**src/rtl/sat_counter.sv**
```systemverilog
// Saturating up-counter with synchronous clear.
// A clear coinciding with an increment yields 1 (clear first, then count).
module sat_counter #(
    parameter int W = 8
) (
    input  logic         clk,
    input  logic         rst_n,
    input  logic         inInc,
    input  logic         inClr,
    output logic [W-1:0] outCnt
);

    localparam logic [W-1:0] CNT_MAX = {W{1'b1}};
    localparam logic [W-1:0] CNT_ONE = W'(1);

    logic [W-1:0] cnt_q;
    logic [W-1:0] cnt_d;

    // Next count: clear has priority, then saturating increment.
    always_comb begin
        cnt_d = cnt_q;
        if (inClr) begin
            if (inInc) begin
                cnt_d = CNT_ONE;
            end else begin
                cnt_d = '0;
            end
        end else if (inInc) begin
            if (cnt_q != CNT_MAX) begin
                cnt_d = cnt_q + CNT_ONE;
            end else begin
                cnt_d = cnt_q;
            end
        end else begin
            cnt_d = cnt_q;
        end
    end

    // Count register.
    always_ff @(posedge clk or negedge rst_n) begin
        if (!rst_n) begin
            cnt_q <= '0;
        end else begin
            cnt_q <= cnt_d;
        end
    end

    assign outCnt = cnt_q;

endmodule

```
**config.mk**
```make
export PLATFORM = sky130hd
export DESIGN_NAME = sat_counter
export DESIGN_NICKNAME = d
export VERILOG_FILES = /design/src/rtl/sat_counter.sv
export SDC_FILE = /design/constraint.sdc
export NUM_CORES = 1
export LEC_CHECK = 0
export BUFFER_PORTS_ARGS = -buffer_cell sky130_fd_sc_hd__clkbuf_2
export CAP_MARGIN = 40
export CORE_AREA = 2 2 39 41
export CTS_CLUSTER_DIAMETER = 30
export CTS_CLUSTER_SIZE = 28
export DETAILED_ROUTE_END_ITERATION = 8
export DIE_AREA = 0 0 41 43
export HOLD_SLACK_MARGIN = 0.05
export PLACE_DENSITY = 0.58
export SYNTH_ARGS = -nofsm -noshare
export SYNTH_HDL_FRONTEND = slang
export SYNTH_SLANG_ARGS = --single-unit
export TNS_END_PERCENT = 50
```
**constraint.sdc**
```tcl
create_clock -name clk -period 1.6 [get_ports clk]
set_input_delay 0.08 -clock clk [delete_from_list [all_inputs] [get_ports clk]]
set_output_delay 0.08 -clock clk [all_outputs]
set_load 0.03 [all_outputs]
```
-- Yosys cells after proc, flatten, opt, wreduce, memory -nomap -nowiden
Index checks and enable logic that the tools add are counted.
- output and inout port bits: 8
- register bits: 8
- equal/unequal tests: 1
- add/sub/neg operators: 1
- reduce and logical (&&, ||, !) cells: 3
- mux-type cells: 4
- operators with widths (kind ; count):
    8-bit two-way mux ; 3
    8-bit by 1-bit adder with 8-bit output, second input constant ; 1
    8-bit inequality test, second input constant ; 1
    2-bit nonzero test ; 2
    2-bit AND reduction ; 1
    1-bit two-way mux ; 1

-- Longest topological paths before layout
Gate-level depths: netlist (run 1).
- depth in word-level cells: 4
- mapped depth: 5
- mapped depth without buffers: 5

-- Worst setup path before layout (run 1)
OpenSTA, ideal clock, no wires.
- path type: reg-to-reg
- from: reg cnt_q[0], in the netlist outCnt[0]
- to: reg cnt_q[5], in the netlist outCnt[5]
- stages on the path, launching flop included: 6
- period minus slack after synthesis: 1718 ps
- data arrival time: 1640 ps
- slack: -118 ps
- library setup time: 78 ps
- buffers on the path: 0
- cells stage by stage: dfrtp_1 ha_1 nand4_4 o21ai_4 or4_1 a21oi_1
- word-level cells in the longest chain between the ends: 4
- elaborated cells between the ends (all ways): 7
- ends and longest elaborated chain (item ; line ; RTL):
    from (decl) ; 16 ; logic [W-1:0] cnt_q;
    from (signal assigned) ; 44 ; cnt_q <= cnt_d;
    8-bit by 1-bit adder with 8-bit output ; 30 ; cnt_d = cnt_q + CNT_ONE;
    8-bit two-way mux ; 29 ; if (cnt_q != CNT_MAX) begin
    8-bit two-way mux ; 28 ; end else if (inInc) begin
    8-bit two-way mux ; 22 ; if (inClr) begin
Several ways; a longest one is shown, not always the timed one. The select of a mux whose other input is x is not followed.
A chain may end at the register's enable or synchronous reset.

-- Worst setup path in the final report (run 1)
Same ends and word-level chain as after synthesis.

==> results of run 1 <==
-- placed cells by master (no fill, tap or decap), types with 3 or more instances in the layout --
cell type / instances
buf_4: 3
clkbuf_2: 11
clkbuf_4: 3
dfrtp_1: 6
nand2_1: 4
nor2_1: 7
nor3_1: 3
-- stage by stage --
stage               std cells  total power [W]  area (µm²)    util  setup slack (ns)
floorplan                  46        0.0002708       475.5       -           0.02259
global placement           75        0.0002969       569.3  0.4114            0.1225
detailed placement         75        0.0002972       569.3  0.4114            0.1042
CTS                        80        0.0004708       605.6  0.4376           0.08488
global route               80        0.0004899       605.6  0.4376           0.03236
finish                     80        0.0004627       605.6  0.4376           0.08502
-- timing repair --
item                                   in CTS  in global routing
setup endpoints to repair                   0                  0
resized for setup                           0                  0
endpoints found under the hold margin       8                  0
hold buffers                                1                  0
-- metal layers --
| layer | global-route usage | up-vias | share of wire | routed length, µm |
|---|---|---|---|---|
| met4 | 0.04667 | 0 | 0.016 | 16 |
| met3 | 0.04188 | 2 | 0.038 | 37 |
| li1 | - | 206 | - | - |
| met1 | 0.2000 | 198 | 0.46 | 451 |
| met5 | 0 | - | 0 | 0 |
| met2 | 0.1844 | 8 | 0.49 | 478 |
-- worst max-delay path, cell delays in order (launching register included) --
cell	delay, ns
dfrtp_2	0.45
ha_4	0.19
nand4_4	0.10
o21ai_4	0.08
or4_1	0.47
a21oi_1	0.15
-- power groups by stage --
stage          Clock (W)  Sequential [W]  Combinational (W)
3_3_place_gp           0        0.000227          0.0000698
3_5_place_dp           0        0.000227          0.0000699
6_report        0.000168        0.000224          0.0000707
5_1_grt         0.000186        0.000226          0.0000788
2_1_floorplan          0        0.000242          0.0000286
4_1_cts         0.000175        0.000224          0.0000719
-- area by class of cell --
class                           count  area, µm²
Sequential cell                     8      202.7
Clock buffer                        4      26.28
Multi-Input combinational cell     36      265.3
Inverter                            1      3.754
Tap cell                           16      20.02
Timing Repair Buffer               15      87.58
Fill cell                         144      778.2
-- path summary, 6_finish.rpt --
check | from | endpoint | slack (ns) | cells after the start
setup / recovery | outCnt[0] | outCnt[5] | 0.09 | 5
hold / removal | inClr | outCnt[5] | 0.12 | 2
setup reg to reg | outCnt[0] | outCnt[5] | 0.09 | 5
hold reg to reg | outCnt[1] | outCnt[1] | 0.60 | 2
max in group asynchronous | rst_n | outCnt[6] | 1.20 | 2
min in group asynchronous | rst_n | outCnt[3] | 0.20 | 2
-- logic make-up after synthesis --
group / after synthesis / synth area share
xor+xnor: 2 / 0.03805
flops: 8 / 0.4348
compound gates: 8 / 0.1358
fa+ha+maj: 1 / 0.02717
mux: 2 / 0.04348
simple gates: 23 / 0.3044
buf+inv: 2 / 0.01629
==> impl_metrics.ini, run 1 <==
[die]
io_pins = 12
rows = 14
die_area_um2 = 1763
start_util = 0.3327
die_width_um = 41
core-area_um2 = 1384
die_y_um = 43

[timing]
maxSlewHeadroom = 0.8216
finalCriticalPeriod_ns = 1.515
max_freq_ghz = 0.6601
skew_ns = 0.01354
finalHoldViolCount = 0
setup-violations-final = 0
slew_viol_final = 0
rsz0062_at_grt = false
tns_ns = 0
timing.hold.ws_ns = 0.1212
finalCritPeriodShare = 0.9469
worstMarginPinSlew_ns = 0.2638

[cts]
clk_path_buf_depth = 2
cts_setup_buffers = 0
clk_pin_slew_ns = 0.07
cts_buffers = 3
htreeDepth = 1
cts.sinks = 8
clk_latency_ns = 0.25
root_buffer = clkbuf_4
cts_tree = built

[drt]
routedWlPerCell_um = 12.30
vias_per_cell = 5.175
drcViolationCount = 0
dr_total_vias = 414
wl_um = 984
dr.pass1.iters = 4
ant_nets = 0
drt-initial-drc-count = 7

[synthesis]
syn_area_per_cell_um2 = 10.01
yosysTopAreaCell = dfrtp_1
yosysMostFrequentCell = dfrtp_1
synth_cell_types = 23
syn-cell-area_um2 = 460.4
yosys_warnings = 0
synth-edff-count = 0
synth_common_cells = 8 x dfrtp_1, 7 x nor2_1, 4 x nand2_1
synthTopCellsByArea = dfrtp_1 43%, nor2_1 5.7%, nand4_4 4.6%, mux2i_1 4.3%, nand3_2 4.3%
syn-num-nets = 51
yosysSeqAreaShare = 0.4348
syn_inst = 46
synth_ff_type = dfrtp_1
async_flop_share = 1.000
ys_ff_latch = 8
synth_top_cell_area_share = 0.4348

[place]
dp_hpwl_um = 762.5
gp_congestion = 0.7997
numPortBuffers = 11

[grt]
grt_pass1_vias = 380
antenna_found_initial = 0
grt-ovfl-total = 0
grt_max_degree = 10
track_usage = 0.1364
grt_pass1_wl_mm = 1.683

[power]
pwr-share-clk = 0.363
combPwrFrac = 0.153
sw_frac_of_total = 0.2805
netSwitchingPower_w = 0.0001298
power.internal_w = 0.0003329
vdd_drop_max_mv = 0.3589
seqPwrFrac = 0.484
power_density_nw_per_um2 = 764.1
total_leakage_power_nw = 0.2636

[finish]
antennaDiodeCount = 0
final_nets = 70
drive_above_1_share = 0.3750
largest_register_ffs = 8
syn2layout_area_growth_pct = 31.52

[setup_path]
worst-setup-path-type = reg2reg
crit_fanout = 6
start_kind = register
crit_path_end_kind = register
cp.arrival_ns = 1.70
critPathRequiredTime_ns = 1.78

[worst_hold_path]
hp-class = in2reg

[run_status]
status = finished, final reports clean

[run]
maxCapViolCount = 0
No activity file was read; power rests on OpenSTA's default activity.
==> run 2: changes to the inputs <==
- BUFFER_PORTS_ARGS: -buffer_cell sky130_fd_sc_hd__clkbuf_2 -> unset
- CELL_PAD_IN_SITES_DETAIL_PLACEMENT: unset -> 0
- CELL_PAD_IN_SITES_GLOBAL_PLACEMENT: unset -> 2
- CORE_AREA: 2 2 39 41 -> unset
- CORE_UTILIZATION: unset -> 30
- DIE_AREA: 0 0 41 43 -> unset
- DONT_BUFFER_PORTS: unset -> 1
- PLACE_DENSITY: 0.58 -> 0.66
==> impl_metrics.ini, run 2 (synthesized netlist as in run 1, its figures left out) <==
[setup_path]
crit_fanout = 3
timing.rr.start = outCnt[1]
endpoint = outCnt[5]
worst-r2r-setup-slack_ns = 0.14
critPathLaunch = outCnt[1]
worst-setup-path-type = reg2reg
start_kind = register
critPathRequiredTime_ns = 1.79
cp.arrival_ns = 1.65
crit_path_end_kind = register
regToRegEndpoint = outCnt[5]
worst_r2r_path_depth = 5

[drt]
drcViolationCount = 0
ant_nets = 0
drt-initial-drc-count = 7
dr_total_vias = 435
dr.pass1.iters = 4
wl_mm = 1.231
vias_per_cell = 5.724
routedWlPerCell_um = 16.20

[timing]
fin_ws_ns = 0.1384
setup-violations-final = 0
worstMarginPinSlew_ns = 0.3854
rsz0062_at_grt = false
finalCriticalPeriod_ns = 1.462
maxSlewHeadroom = 0.7422
skew_ns = 0.009062
max_freq_ghz = 0.6842
slew_viol_final = 0
finalCritPeriodShare = 0.9135
tns_ns = 0
timing.hold.ws_ns = 0.09247
finalHoldViolCount = 0

[grt]
antenna_found_initial = 0
grt_pass1_vias = 435
grt_use_met3 = 0.06522
grt_max_degree = 10
busiest_layer = met2
grt_pass1_wl_mm = 2.007
grt-ovfl-total = 0
track_usage = 0.1879
gr-usage-met2 = 0.3125
use_met1 = 0.2092

[power]
vdd_drop_max_mv = 0.3696
power_density_nw_per_um2 = 748.4
total_leakage_power_nw = 0.2585

[finish]
antennaDiodeCount = 0
final_nets = 68
n_fill_cell = 152
drive_above_1_share = 0.3279
final_common_cell = buf_4
fin_util = 0.4524
largest_register_ffs = 8
syn2layout_area_growth_pct = 34.24
final_area_um2 = 618.1
layout_common_cells = 10 x buf_4, 7 x nor2_1, 6 x dfrtp_1

[cts]
htreeDepth = 1
postCtsResizedCells = 0
cts_tree = built
clk_latency_ns = 0.26
clk_path_buf_depth = 2
cts_buffers = 3
cts.sinks = 8
root_buffer = clkbuf_4
clk_pin_slew_ns = 0.06

[die]
die_width_um = 41.18
die_y_um = 41.18
die_area_um2 = 1695
start_util = 0.3370
io_pins = 12
rows = 13
core-area_um2 = 1366

[place]
dpl_cell_area_um2 = 565.5
pre_cts_slack_ns = 0.1587
dp_hpwl_um = 916.9
numPortBuffers = 0
gp_congestion = 0.7505

[run_status]
status = finished, final reports clean

[worst_hold_path]
hp-class = in2reg

[run]
maxCapViolCount = 0
## run 2: what timing repair did
| action | CTS | global route |
|---|---|---|
| setup buffers | 0 | 0 |
| hold buffers | 3 | 0 |
| hold endpoints to repair | 16 | 0 |
## run 2: per-stage QoR
stage / std cells / total power [W]
2_1_floorplan: 46 / 0.0002708
3_3_place_gp: 70 / 0.0002877
3_5_place_dp: 70 / 0.0002934
4_1_cts: 76 / 0.0004726
5_1_grt: 76 / 0.0004901
6_report: 76 / 0.0004626
## run 2: metal layers
| layer | part of all wire | vias to the layer above |
|---|---|---|
| met5 | 0 | - |
| met4 | 0.0049 | 0 |
| met3 | 0.075 | 2 |
| met2 | 0.50 | 15 |
| met1 | 0.42 | 219 |
| li1 | - | 199 |
## run 2: where the power goes
group           total, W  switching (W)  internal (W)
Combinational  0.0000829      0.0000498     0.0000330
Clock           0.000160      0.0000738     0.0000862
Sequential      0.000220     0.00000870      0.000211
Total           0.000463       0.000132      0.000330
## run 2: critical path: stages (launching register included)
cell	delay [ns]
dfrtp_2	0.42
ha_4	0.18
nand4_4	0.11
o21ai_4	0.06
or4_1	0.47
a21oi_1	0.15
## run 2: final cells by class
class	count	area [µm²]	share of cell area
inverters	1	3.754	0.006073
flip-flops and latches	8	202.7	0.3279
repair buffers	13	105.1	0.1700
clock buffers	3	22.52	0.03644
multi-input cells	36	265.3	0.4291
well taps	15	18.77	0.03036
## run 2: worst min-delay path by stage
stage          startpoint        end  slack [ns]  depth (start not counted)
5_1_grt             inInc  outCnt[6]        0.12                          4
3_3_place_gp        rst_n  outCnt[7]       -0.22                          0
6_report            inInc  outCnt[6]        0.09                          4
2_1_floorplan       rst_n  outCnt[0]       -0.22                          0
4_1_cts             inInc  outCnt[6]        0.08                          4
3_5_place_dp        rst_n  outCnt[4]       -0.22                          0
==> run 3: changes to the inputs <==
- CORE_MARGIN: unset -> 4
==> impl_metrics.ini, run 3 (synthesized netlist as in run 1, its figures left out) <==
[run_status]
status = finished, final reports clean

[finish]
fin_util = 0.4551
largest_register_ffs = 8
layout_common_cells = 10 x buf_4, 7 x nor2_1, 6 x dfrtp_1
final_common_cell = buf_4
antennaDiodeCount = 0
syn2layout_area_growth_pct = 35.05
final_nets = 68
drive_above_1_share = 0.3226

[setup_path]
crit_path_end_kind = register
cp.arrival_ns = 1.65
slowest_stage = or4_1
path_cells = ha_4 -> nand4_4 -> o21ai_4 -> or4_1 -> a21oi_1
slowest_delay_ns = 0.47
crit_fanout = 3
critPathRequiredTime_ns = 1.78
start_kind = register
worst-setup-path-type = reg2reg

[drt]
wl_mm = 1.210
routedWlPerCell_um = 15.71
ant_nets = 0
drcViolationCount = 0
dr.pass1.iters = 4
dr_total_vias = 415
vias_per_cell = 5.390
drt-initial-drc-count = 4

[timing]
fin_ws_ns = 0.1240
slew_viol_final = 0
finalCriticalPeriod_ns = 1.476
tns_ns = 0
maxSlewHeadroom = 0.7329
finalCritPeriodShare = 0.9225
setup-violations-final = 0
finalHoldViolCount = 0
skew_ns = 0.005185
rsz0062_at_grt = false
worstMarginPinSlew_ns = 0.3993
max_freq_ghz = 0.6775

[die]
die_y_um = 47.18
core-area_um2 = 1366
io_pins = 12
rows = 13
start_util = 0.3370
die_width_um = 47.18
die_area_um2 = 2225

[grt]
grt_pass1_wl_mm = 2.090
track_usage = 0.1406
antenna_found_initial = 0
grt_pass1_vias = 452
grt-ovfl-total = 0
grt_max_degree = 10

[power]
power.internal_w = 0.0003388
sw_frac_of_total = 0.2802
power_density_nw_per_um2 = 756.9
combPwrFrac = 0.171
total_leakage_power_nw = 0.2597
netSwitchingPower_w = 0.0001319
seqPwrFrac = 0.467
pwr-share-clk = 0.361
vdd_drop_max_mv = 0.3379

[cts]
cts_buffers = 3
cts.sinks = 8
cts_tree = built
root_buffer = clkbuf_4
clk_path_buf_depth = 2
clk_pin_slew_ns = 0.06
htreeDepth = 1
clk_latency_ns = 0.26

[worst_hold_path]
hp-class = in2reg

[place]
pre_cts_slack_ns = 0.1530
dp_hpwl_um = 881.7
gp_congestion = 0.7687
numPortBuffers = 0

[run]
maxCapViolCount = 0
==> run 3: changes by cell type in the layout (fill, tap and decap cells not counted), sizes merged <==
cell,delta
clkbuf,+1
==> run 3: what timing repair did <==
| item | CTS | global route |
|---|---|---|
| buffers inserted | 0 | 0 |
| hold endpoints to repair | 16 | 0 |
| hold buffers | 3 | 0 |
| gates resized for setup | 0 | 0 |
==> run 3: final cells by class <==
cell class / count / area (µm²)
well taps: 15 / 18.77
clock buffers: 4 / 26.28
fillers: 141 / 744.5
multi-input cells: 36 / 265.3
repair buffers: 13 / 105.1
flip-flops and latches: 8 / 202.7
inverters: 1 / 3.754
==> run 3: worst max-delay path: cells and delay by family (launching register included) <==
| kind | cells | cell delay (ns) |
|---|---|---|
| simple gates | 2 | 0.57 |
| flops | 1 | 0.43 |
| fa+ha+maj | 1 | 0.18 |
| compound gates | 2 | 0.21 |
==> run 3: final timing paths <==
path / from / endpoint / slack [ns] / cells past startpoint
min in group asynchronous: rst_n / outCnt[6] / 0.18 / 1
hold reg to reg: outCnt[6] / outCnt[6] / 0.65 / 2
hold / removal: inInc / outCnt[6] / 0.09 / 4
max in group asynchronous: rst_n / outCnt[0] / 1.11 / 1
setup reg to reg: outCnt[0] / outCnt[5] / 0.12 / 5
setup / recovery: outCnt[0] / outCnt[5] / 0.12 / 5
==> run 3: power by group through the flow <==
stage                     combinational (W)  clock (W)  sequential (W)
final                             0.0000807   0.000170        0.000220
after global routing              0.0000891   0.000194        0.000221
after CTS                         0.0000815   0.000179        0.000220
after detailed placement          0.0000671          0        0.000224
after global placement            0.0000653          0        0.000223
after floorplan                   0.0000286          0        0.000242
==> run 3: routing by layer <==
layer	global-route usage	part of all wire
met1	0.1789	0.44
met2	0.2033	0.48
met3	0.06130	0.079
met4	0.06630	0
met5	0	0
==> run 3: stage by stage <==
stage | instance area (µm²) | total power [W] | std cells | hold WS (ns)
after floorplan | 475.5 | 0.0002708 | 46 | -0.2156
after global placement | 565.5 | 0.0002884 | 70 | -0.2153
after detailed placement | 565.5 | 0.0002909 | 70 | -0.2153
after CTS | 621.8 | 0.0004807 | 77 | 0.08588
after global routing | 621.8 | 0.0005043 | 77 | 0.1219
final | 621.8 | 0.0004707 | 77 | 0.09498
